`config.mk`:
```
export PLATFORM = sky130hd
export DESIGN_NAME = switch_allocator_rr_flat
export DESIGN_NICKNAME = d
export VERILOG_FILES = /design/src/rtl/switch_allocator_rr_if.sv /design/src/rtl/switch_allocator_rr.sv /design/src/flat_wrapper.sv
export SDC_FILE = /design/constraint.sdc
export NUM_CORES = 1
export LEC_CHECK = 0
export ABC_AREA = 0
export CORE_ASPECT_RATIO = 1.5
export CORE_MARGIN = 8
export CORE_UTILIZATION = 62
export DETAILED_ROUTE_END_ITERATION = 12
export GPL_ROUTABILITY_DRIVEN = 0
export PLACE_DENSITY_LB_ADDON = 0.2
export SKIP_CTS_REPAIR_TIMING = 1
export SYNTH_ARGS = -nofsm -noshare
export SYNTH_HDL_FRONTEND = slang
export SYNTH_SLANG_ARGS = --single-unit
```
`constraint.sdc`:
```
create_clock -name clk -period 5.35 [get_ports clk]
set_input_delay 0.535 -clock clk [delete_from_list [all_inputs] [get_ports clk]]
set_output_delay 0.535 -clock clk [all_outputs]
set_load 0.05 [all_outputs]
```
`src/rtl/switch_allocator_rr_if.sv`:
```
// Handshake bundle between the input buffers, the switch allocator and the crossbar.
// The allocator takes the slave modport; the buffers/crossbar side takes master.
interface switch_allocator_rr_if #(
    parameter int unsigned NUM_PORTS = 5,
    parameter int unsigned DPORT_W   = 3
);
    logic [NUM_PORTS-1:0]         in_req;
    logic [NUM_PORTS*DPORT_W-1:0] in_dport;
    logic [NUM_PORTS-1:0]         in_tail;
    logic [NUM_PORTS-1:0]         out_ready;
    logic [NUM_PORTS-1:0]         in_grant;
    logic [NUM_PORTS-1:0]         out_valid;
    logic [NUM_PORTS*DPORT_W-1:0] out_sel;

    modport master (
        output in_req, in_dport, in_tail, out_ready,
        input  in_grant, out_valid, out_sel
    );

    modport slave (
        input  in_req, in_dport, in_tail, out_ready,
        output in_grant, out_valid, out_sel
    );
endinterface

```
`src/rtl/switch_allocator_rr.sv`:
```
// Separable switch allocator: one round-robin arbiter with a packet-level lock per output.
// Optional macro SA_CREDIT_CHECK_EN gates arbitration and grants with out_ready.
module switch_allocator_rr #(
    parameter int unsigned NUM_PORTS = 5,
    parameter int unsigned DPORT_W   = 3
) (
    input  logic                 clk,
    input  logic                 rst,
    switch_allocator_rr_if.slave sa
);
    localparam int unsigned CAND_W = 1 << DPORT_W;
    localparam int unsigned IDX_W  = DPORT_W + 1;

    typedef enum logic [0:0] {
        ST_IDLE   = 1'b0,
        ST_LOCKED = 1'b1
    } state_e;

    // Request/tail vectors padded so an owner index of DPORT_W bits always selects in range
    logic [CAND_W-1:0]    req_pad;
    logic [CAND_W-1:0]    tail_pad;
    logic [NUM_PORTS-1:0] grant_by_out [NUM_PORTS];
    logic                 valid_by_out [NUM_PORTS];
    logic [DPORT_W-1:0]   sel_by_out   [NUM_PORTS];
    logic [NUM_PORTS-1:0] grant_c;
    logic [NUM_PORTS-1:0] valid_c;
    logic [NUM_PORTS*DPORT_W-1:0] sel_c;

    assign req_pad  = CAND_W'(sa.in_req);
    assign tail_pad = CAND_W'(sa.in_tail);

`ifndef SA_CREDIT_CHECK_EN
    logic unused_ready;
    assign unused_ready = ^sa.out_ready;
`endif

    for (genvar o = 0; o < NUM_PORTS; o++) begin : g_out
        state_e             state_q;
        state_e             state_d;
        logic [DPORT_W-1:0] owner_q;
        logic [DPORT_W-1:0] owner_d;
        logic [DPORT_W-1:0] ptr_q;
        logic [DPORT_W-1:0] ptr_d;
        logic [DPORT_W-1:0] winner;
        logic [IDX_W-1:0]   idx;
        logic [CAND_W-1:0]  cand;
        logic               found;
        logic               ready;
        logic               owner_req;
        logic               owner_tail;
        logic               grant;

`ifdef SA_CREDIT_CHECK_EN
        assign ready = sa.out_ready[o];
`else
        assign ready = 1'b1;
`endif

        // Inputs whose head flit targets this output; out-of-range dports never match
        always_comb begin
            cand = '0;
            for (int unsigned i = 0; i < NUM_PORTS; i++) begin
                cand[i] = sa.in_req[i] &&
                          (sa.in_dport[i*DPORT_W +: DPORT_W] == DPORT_W'(o));
            end
        end

        // Round-robin scan starting at ptr, wrapping modulo NUM_PORTS
        always_comb begin
            found  = 1'b0;
            winner = '0;
            idx    = '0;
            for (int unsigned k = 0; k < NUM_PORTS; k++) begin
                idx = IDX_W'(ptr_q) + IDX_W'(k);
                if (idx >= IDX_W'(NUM_PORTS)) begin
                    idx = idx - IDX_W'(NUM_PORTS);
                end
                if (!found && cand[idx[DPORT_W-1:0]]) begin
                    found  = 1'b1;
                    winner = idx[DPORT_W-1:0];
                end
            end
        end

        assign owner_req  = req_pad[owner_q];
        assign owner_tail = tail_pad[owner_q];
        assign grant      = (state_q == ST_LOCKED) && owner_req && ready;

        always_comb begin
            state_d = state_q;
            owner_d = owner_q;
            ptr_d   = ptr_q;
            case (state_q)
                ST_IDLE: begin
                    if (found && ready) begin
                        state_d = ST_LOCKED;
                        owner_d = winner;
                        ptr_d   = (winner == DPORT_W'(NUM_PORTS - 1)) ? '0
                                                                      : winner + DPORT_W'(1);
                    end
                end
                ST_LOCKED: begin
                    // Abort or tail transfer frees the output; a stalled tail keeps the lock
                    if (!owner_req || (grant && owner_tail)) begin
                        state_d = ST_IDLE;
                        owner_d = '0;
                    end
                end
                default: begin
                    state_d = ST_IDLE;
                    owner_d = '0;
                end
            endcase
        end

        always_ff @(posedge clk or posedge rst) begin
            if (rst) begin
                state_q <= ST_IDLE;
                owner_q <= '0;
                ptr_q   <= '0;
            end else begin
                state_q <= state_d;
                owner_q <= owner_d;
                ptr_q   <= ptr_d;
            end
        end

        assign grant_by_out[o] = grant ? (NUM_PORTS'(1) << owner_q) : '0;
        assign valid_by_out[o] = (state_q == ST_LOCKED);
        assign sel_by_out[o]   = owner_q;
    end

    // Each input has a single dport, so at most one output contributes to its grant
    always_comb begin
        grant_c = '0;
        valid_c = '0;
        sel_c   = '0;
        for (int unsigned o = 0; o < NUM_PORTS; o++) begin
            grant_c                        = grant_c | grant_by_out[o];
            valid_c[o]                     = valid_by_out[o];
            sel_c[o*DPORT_W +: DPORT_W]    = sel_by_out[o];
        end
    end

    assign sa.in_grant  = grant_c;
    assign sa.out_valid = valid_c;
    assign sa.out_sel   = sel_c;

endmodule

```
`src/flat_wrapper.sv`:
```
// flat-port wrapper written by rule: the top's interface ports become plain ports
module switch_allocator_rr_flat 
#(
    parameter int unsigned NUM_PORTS = 5,
    parameter int unsigned DPORT_W   = 3
)
  (clk, rst, sa_in_req, sa_in_dport, sa_in_tail, sa_out_ready, sa_in_grant, sa_out_valid, sa_out_sel);
  switch_allocator_rr_if #(.NUM_PORTS(NUM_PORTS), .DPORT_W(DPORT_W)) sa_i ();
  input  logic clk;
  input  logic rst;
  input wire logic [$bits(sa_i.in_req)-1:0] sa_in_req;
  input wire logic [$bits(sa_i.in_dport)-1:0] sa_in_dport;
  input wire logic [$bits(sa_i.in_tail)-1:0] sa_in_tail;
  input wire logic [$bits(sa_i.out_ready)-1:0] sa_out_ready;
  output wire logic [$bits(sa_i.in_grant)-1:0] sa_in_grant;
  output wire logic [$bits(sa_i.out_valid)-1:0] sa_out_valid;
  output wire logic [$bits(sa_i.out_sel)-1:0] sa_out_sel;
  assign sa_i.in_req = sa_in_req;
  assign sa_i.in_dport = sa_in_dport;
  assign sa_i.in_tail = sa_in_tail;
  assign sa_i.out_ready = sa_out_ready;
  assign sa_in_grant = sa_i.in_grant;
  assign sa_out_valid = sa_i.out_valid;
  assign sa_out_sel = sa_i.out_sel;
  switch_allocator_rr #(.NUM_PORTS(NUM_PORTS), .DPORT_W(DPORT_W)) u_core (.clk(clk), .rst(rst), .sa(sa_i));
endmodule
```
==> Word level (Yosys, flattened, before mapping) <==
Cells that the tools add are included.
{ "classes": {"add_sub_neg": 50, "order_cmp": 55, "n_eq_ne": 35, "n_shift": 5, "n_mux": 185, "bitwise": 9, "reduce_logical": 100} }
{ "ops": {"columns": ["cell", "count"], "rows": [
  ["3-bit two-way mux", 65],
  ["3-bit by 4-bit < comparator with 1-bit output, second input constant", 30],
  ["1-bit binary-select mux with 3-bit select", 35],
  ["4-bit by 3-bit >= comparator with 1-bit output, second input constant", 20],
  ["3-bit subtractor, second input constant", 25],
  ["1-bit two-way mux", 70],
  ["1-bit logical AND", 55],
  ["3-bit by 2-bit adder with 4-bit output, second input constant", 10],
  ["3-bit by 2-bit equality test with 1-bit output, second input constant", 10],
  ["3-bit equality test, second input constant", 10],
  ["3-bit one-hot mux with 2 select lines", 5],
  ["1-bit zero test", 25],
  ["5-bit two-way mux", 5],
  ["1-bit by 3-bit << shifter with 5-bit output, first input constant", 5],
  ["3-bit by 1-bit adder with 4-bit output, second input constant", 5],
  ["3-bit by 3-bit adder with 4-bit output, second input constant", 5],
  ["5-bit bitwise OR", 4],
  ["2-bit AND reduction", 10],
  ["3-bit by 1-bit adder with 3-bit output, second input constant", 5],
  ["3-bit by 1-bit equality test with 1-bit output, second input constant", 5],
  ["3-bit >= comparator, second input constant", 5],
  ["3-bit zero test", 5],
  ["2-bit by 1-bit != test with 1-bit output, second input constant", 5],
  ["2-bit != test, second input constant", 5],
  ["3 further kinds", 15]
]} }
{ "totals": {"regBits": 35, "in_bits": 32, "out_inout_bits": 25, "word_cells": 454} }

==> Depth between registers and ports, before layout <==
{ "logic_depth": {"word_depth": 19, "depth_mapped": 18, "depth_no_buf": 17} }

==> Least setup slack after synthesis <==
Ideal clock, no wire load.
{ "synth_path": {"path_type": "register to register", "start": "register u_core.g_out[0].ptr_q[0]", "end": "register u_core.g_out[0].ptr_q[2]", "setup_ns": 0.090, "arrival_time_ns": 4.212, "t_required_ns": 5.260, "path_slack_ns": 1.047, "stages_incl_launch_ff": 18, "path_buffers": 1, "period_less_slack_ns": 4.303, "path_cell_list": "dfrtp_1 -> clkbuf_1 -> clkinv_1 -> ha_1 -> ha_1 -> or2_2 -> o21ai_0 -> mux2_2 -> or3_1 -> o21ai_0 -> o311ai_0 -> o211a_1 -> o31ai_1 -> inv_1 -> ha_1 -> nor3_1 -> nand3_1 -> o221ai_1"} }
{ "synth_via": {"elab_chain_len": 19, "word_cells_on_any_way": 51, "classes_between": "add/sub: 10; order compare: 5; eq/ne: 1; mux: 26; reduce/logical: 9"} }
{ "synth_rtl": {"columns": ["item", "line_no", "source"], "rows": [
  ["start: declaration", "switch_allocator_rr.sv:42", "logic [DPORT_W-1:0] ptr_q;"],
  ["start signal: assignment", "switch_allocator_rr.sv:124", "ptr_q <= ptr_d;"],
  ["branches (longest 19 deep; another with 3-bit by 1-bit adder with 4-bit output)", null, null]
]} }
Parallel ways; which one is timed is not known. The select of a mux whose other input is x is not followed.
A chain may end at the register's enable or synchronous reset.

==> Final worst setup path <==
{ "layout_path": {"start": "register u_core.g_out[0].ptr_q[1]", "end": "register u_core.g_out[0].ptr_q[2]"} }
Same word-level chain as after synthesis.

==> impl_metrics.env <==
export IMPL_max_freq_mhz=214.9
export IMPL_placementRows=49
export IMPL_clock_sinks=35
export IMPL_ff_latch_area_um2=875.8
export IMPL_netlist_instances=969
export IMPL_diodes=0
export IMPL_startpoint_type="register"
export IMPL_fin_ws_ps=696.6
export IMPL_die_x_um=105.6
export IMPL_synth_adder_area_share=0.09390
export IMPL_clk_latency_ps=280
export IMPL_critical_path_top_delay_family="compound AO/OA/AOI/OAI gates"
export IMPL_cts_tree="yes"
export IMPL_clk_pin_slew_ps=60
export IMPL_fin_nets=1083
export IMPL_antenna_found_initial=0
export IMPL_finalClockSkew_ps=1.241
export IMPL_synth_area_leaders="dfrtp_1 (12%), ha_1 (8.0%), mux4_2 (6.3%), mux2i_1 (5.8%), nand2_1 (3.9%)"
export IMPL_synth_xor_area_frac=0.03286
export IMPL_worstSetupEndpointType="register"
export IMPL_min_period_ps=4653
export IMPL_drtIter0Drc=514
export IMPL_htreeDepth=2
export IMPL_cpPeakStageDelay_ps=580
export IMPL_fp_dieH_um=150.4
export IMPL_synthArstFlopShare=1.000
export IMPL_tns_ps=0
export IMPL_rsz0062_at_grt="no"
export IMPL_numCtsBuffers=5
export IMPL_finalHoldViolations=0
export IMPL_synthFlopType="dfrtp_1"
export IMPL_min_period_over_period=0.8698
export IMPL_netlist_area_um2=7462
export IMPL_synth_seq_cells=35
export IMPL_multi_input_area_um2=6117
export IMPL_core_um2=11890
export IMPL_crit_end="u_core.g_out[0].ptr_q[2]"
export IMPL_slew_violations=0
export IMPL_remaining_drc_errors=0
export IMPL_pre_cts_slack_ps=810.7
export IMPL_r2r_end="u_core.g_out[0].ptr_q[2]"
export IMPL_reg2reg_slack_ps=700
export IMPL_drv_cap=0
export IMPL_grt_overflow=0
export IMPL_timing_rr_start="u_core.g_out[0].ptr_q[1]"
export IMPL_cp_num_buf_inv=2
export IMPL_arrival_ps=4850
export IMPL_area_delta_synth_final_pct=10.93
export IMPL_postSynthAreaPerCell_um2=7.701
export IMPL_drive_gt1_frac=0.07908
export IMPL_synth_compound_area_frac=0.2876
export IMPL_power_per_cell_area_nw_per_um2=670.7
export IMPL_crit_type="register to register"
export IMPL_grt_use_total=0.2707
export IMPL_dp_hpwl_um=16940
export IMPL_routed_via_density=6.961
export IMPL_setup_viol=0
export IMPL_vias=8019
export IMPL_drtPass1Iterations=6
export IMPL_detail_route_antenna_nets=0
export IMPL_critPathMaxFanout=11
export IMPL_start_util=0.6274
export IMPL_muxShareOfSynthArea=0.1422
export IMPL_reg2regPathDepth=15
export IMPL_synth_top_cell_by_area="dfrtp_1"
export IMPL_wirelength_um=22160
export IMPL_power_leakage_uw=0.003446
export IMPL_grt_pass1_wl_um=36200
export IMPL_cp_depth=15
export IMPL_crit_chain="ha_1 > inv_1 > fa_1 > a21oi_1 > mux2i_1 > mux4_2 > a21oi_1 > o311ai_0 > o211a_1 > o31ai_1 > inv_1 > ha_1 > nor3_1 > nand3_1 > o221ai_1"
export IMPL_synth_simple_area_share=0.2632
export IMPL_io_pins=57
export IMPL_synth_top_cell_area_share=0.1174
export IMPL_dieArea_um2=15870
export IMPL_startpoint="u_core.g_out[0].ptr_q[1]"
export IMPL_final_cell_mix="nand2_1 (78), nor2_1 (74), inv_1 (60), o21ai_0 (54), clkdlybuf4s50_1 (51)"
export IMPL_crit_slowest_cell="dfrtp_1"
export IMPL_ys_types=85
export IMPL_vdd_ir_drop_max_uv=520.6
export IMPL_layout_commonest_cell="nand2_1"
export IMPL_wl_per_cell_um=19.23
export IMPL_worstPathRequired_ps=5550
export IMPL_worst_pin_slew_ps=1033
export IMPL_grt_max_degree=36
export IMPL_first_global_vias=7627
export IMPL_cts_root_buf="clkbuf_16"
export IMPL_hp_class="register to register"
export IMPL_clockBufferDepth=2
export IMPL_slew_headroom=0.3018
export IMPL_synth_seq_area_share=0.1174
export IMPL_synth_warnings=0
export IMPL_io_buffers=51
export IMPL_fill_cells=994
export IMPL_status="finished, final reports clean"
export IMPL_synth_edff_count=0
export IMPL_synth_top_family_by_area="compound AO/OA/AOI/OAI gates"
export IMPL_synth_nets=1054
[registers in the layout (all words and copies together) (netlist names)]
name	count
u_core.g_out.ptr_q	15
u_core.g_out.state_q	5
u_core.g_out.owner_q	15
[routing by layer]
metal | part of all wire | global-route usage
met1 | 0.39 | 0.3040
met2 | 0.51 | 0.4940
met3 | 0.064 | 0.03171
met4 | 0.035 | 0.1336
met5 | 0 | 0
[cell type report]
class,instances,share of cell area
Inverter,67,0.03038
Tap cell,153,0.02313
Timing Repair Buffer,70,0.07890
Clock inverter,2,0.007255
Clock buffer,6,0.01557
Multi-Input combinational cell,819,0.7390
Sequential cell,35,0.1058
[where the power goes]
group / internal [µW] / switching (µW) / leakage [µW]
clock: 267 / 115 / 0.0000911
sequential: 375 / 245 / 0.000464
combinational: 1800 / 2750 / 0.00289
[through the flow]
stage / total power, µW / util / std cells / hold WS (ps) / area [µm²]
2_1_floorplan: 4115 / - / 969 / 531.9 / 7462
3_3_place_gp: 5005 / 0.6801 / 1144 / 618.1 / 8089
3_5_place_dp: 5076 / 0.6801 / 1144 / 624.5 / 8089
4_1_cts: 5493 / 0.6960 / 1152 / 638.5 / 8278
5_1_grt: 6013 / 0.6960 / 1152 / 665.7 / 8278
6_report: 5552 / 0.6960 / 1152 / 646.5 / 8278
[how the worst min path moves through the flow]
stage,cells past startpoint,start,end
after floorplan,1,u_core.g_out[2].state_q,u_core.g_out[2].owner_q[1]
after global routing,1,u_core.g_out[2].state_q,u_core.g_out[2].owner_q[1]
after global placement,1,u_core.g_out[2].state_q,u_core.g_out[2].owner_q[1]
final,1,u_core.g_out[2].state_q,u_core.g_out[2].owner_q[1]
after detailed placement,1,u_core.g_out[2].state_q,u_core.g_out[2].owner_q[1]
after CTS,1,u_core.g_out[2].state_q,u_core.g_out[2].owner_q[1]
[synthesized netlist by cell type (7+ instances only)]
library cell,instances
a211o_1,12
nor2b_1,17
or4_1,8
and2_1,10
or2_2,7
and3_1,7
ha_1,48
nor4_1,10
dfrtp_1,35
nor3_1,20
o21a_1,17
mux2i_1,43
clkbuf_1,37
a21o_1,14
o22ai_1,16
xnor2_1,25
o31ai_1,11
nand2b_1,15
nand2_1,78
nor2_1,74
a211oi_1,18
a22o_1,7
a31oi_1,16
a21oi_1,50
or3_1,9
nand3_1,29
mux2_2,14
nor4bb_1,15
o211ai_1,14
mux4_2,21
o21ai_0,54
inv_1,60
nand4_1,14
[cells by family after synthesis]
group | after synthesis
adders and majority gates | 53
buffers and inverters | 115
and+or+nand+nor | 355
AOI/OAI and AO/OA | 305
xor gates and xnor gates | 28
DFF | 35
muxes | 78
Note: power is estimated with default switching activity, not from simulation.
==> RTL change (config.mk and constraints unchanged) <==
Make the reset (`rst`) synchronous in one clocked block.
--- a/src/rtl/switch_allocator_rr.sv
+++ b/src/rtl/switch_allocator_rr.sv
@@ -113,7 +113,7 @@
             endcase
         end
 
-        always_ff @(posedge clk or posedge rst) begin
+        always_ff @(posedge clk) begin
             if (rst) begin
                 state_q <= ST_IDLE;
                 owner_q <= '0;
Formal check against the unedited RTL: differs if rst is asserted again (counterexample within 4 cycles, from zero or initial values and one cycle with rst high); with rst held inactive, the same outputs for 4 cycles.
==> RTL change against the original RTL <==
Core utilization down 0.23 points; critical path type unchanged; sequential power down 10%; power down 20%; setup slack better by 0.36 ns; sequential cell count unchanged; routed wire length down 5.2%; cell area down 3.9%; count of clock-buffer cells in the layout down 1; combinational power down 24%; synthesized area down 2.7%.
==> RTL change: results <==
critical_path:
  crit_path_max_fanout: 9
  critPathMaxStageDelay_ns: 0.54
  cpMaxStageDelayCell: "dfxtp_1"
  critPathKind: "reg -> reg"
  crit-reg2reg-launch: "u_core.g_out[4].ptr_q[1]"
  worstSetupStartpoint: "u_core.g_out[4].ptr_q[1]"
  timing.critical_path.arrival_ns: 4.49
  r2r.worst_path.cells: 13
  r2r_end: "u_core.g_out[4].ptr_q[2]"
  setup.reg_to_reg.worst_slack_ns: 1.06
grt:
  grt_max_degree: 32
  via_count_of_the_first_global_routing_pass: 7337
  gr-usage-all-layers_pct: 26.6
  wire_length_of_the_first_global_routing_pass_mm: 34.9
synthesis:
  ys_seq_area_share_pct: 9.65
  postSynth.asyncResetShare_pct: 0
  synth_ff_type: "dfxtp_1"
  synth_top_cells_by_area: "dfxtp_1, ha_1, mux2i_1, mux4_2, nor2_1"
  syn_nets: 1029
  ys_types: 115
  synth_cells: 942
  synth_top_cells_by_count: "nor2_1, inv_1, nand2_1"
timing:
  slew_headroom_pct: 47.8
  skew_ns: 0.00232
  fin_worst_hold_slack_ns: 0.627
status:
  status: "finished clean"
power:
  worst_ir_drop_vdd_v: 0.000388
  power_leakage_nw: 3.04
route:
  detail_route.iter0.violations: 488
  vias_per_cell: 6.87
  drt-pass1-iter-count: 5
  detail_route.wirelength_mm: 21.0
finish:
  layoutNonFillerInstCount: 1111
  layout-drive-gt1-share_pct: 10.5
  filler_cell_count: 1003
placement:
  instance_area_at_placement_um2: 7760
  post-dp-hpwl_mm: 16.5
min_path:
  hold_depth: 2
  holdPathEnd: "u_core.g_out[4].ptr_q[1]"
  hold_path.class: "reg -> reg"
  min-delay-start: "u_core.g_out[4].ptr_q[1]"
==> RTL change: cell types whose count changed after synthesis, moves of 11 or more <==
cell,before,now
nand2_1,78,57
nor4bb_1,15,3
clkbuf_1,37,23
dfxtp_1,0,35
dfrtp_1,35,0
nor3_1,20,31
o21ai_0,54,40
==> RTL change: logic make-up (layout without fill, tap and decap cells) <==
family	count (synthesis)	in the layout	share of synthesized area, %
mux	71	71	12.6
flops	35	35	9.65
simple gates	362	362	29.0
fa+ha+maj	55	55	9.99
buf+inv	107	126	6.41
compound gates	285	285	29.1
xor+xnor	27	27	3.26
==> RTL change: stage by stage <==
step / utilization, % / setup slack, ns
detailed placement: 67.7 / 1.02
global route: 69.4 / 0.803
finish: 69.4 / 1.06
floorplan: - / 1.33
CTS: 69.4 / 1.06
global placement: 67.7 / 1.07
==> RTL change: per-layer routing <==
layer | part of all wire [%] | GRT usage [%] | vias to the layer above
li1 | - | - | 3631
met4 | 4.0 | 14.0 | 0
met3 | 5.6 | 2.64 | 73
met1 | 39 | 28.8 | 3615
met5 | 0 | 0 | -
met2 | 52 | 49.6 | 309
==> RTL change: cell type report <==
| type | count | share of cell area, % |
|---|---|---|
| sequential | 35 | 8.81 |
| tap | 150 | 2.36 |
| timing repair buffer | 55 | 6.79 |
| clock inverter | 3 | 0.849 |
| multi-input combinational | 800 | 76.6 |
| clock buffer | 5 | 1.57 |
| inverter | 63 | 3.00 |
==> RTL change: where the power goes <==
group	switching (mW)	internal (mW)	leakage, nW
clock network	0.120	0.267	0.0900
logic	2.07	1.41	2.66
registers	0.211	0.345	0.286
==> RTL change: tightest hold or removal path: cells and delay by family (launching register included) <==
kind	cells	cell delay, ns
AO/OA/AOI/OAI	1	0.06
AND/OR/NAND/NOR	1	0.10
flip-flops	1	0.42
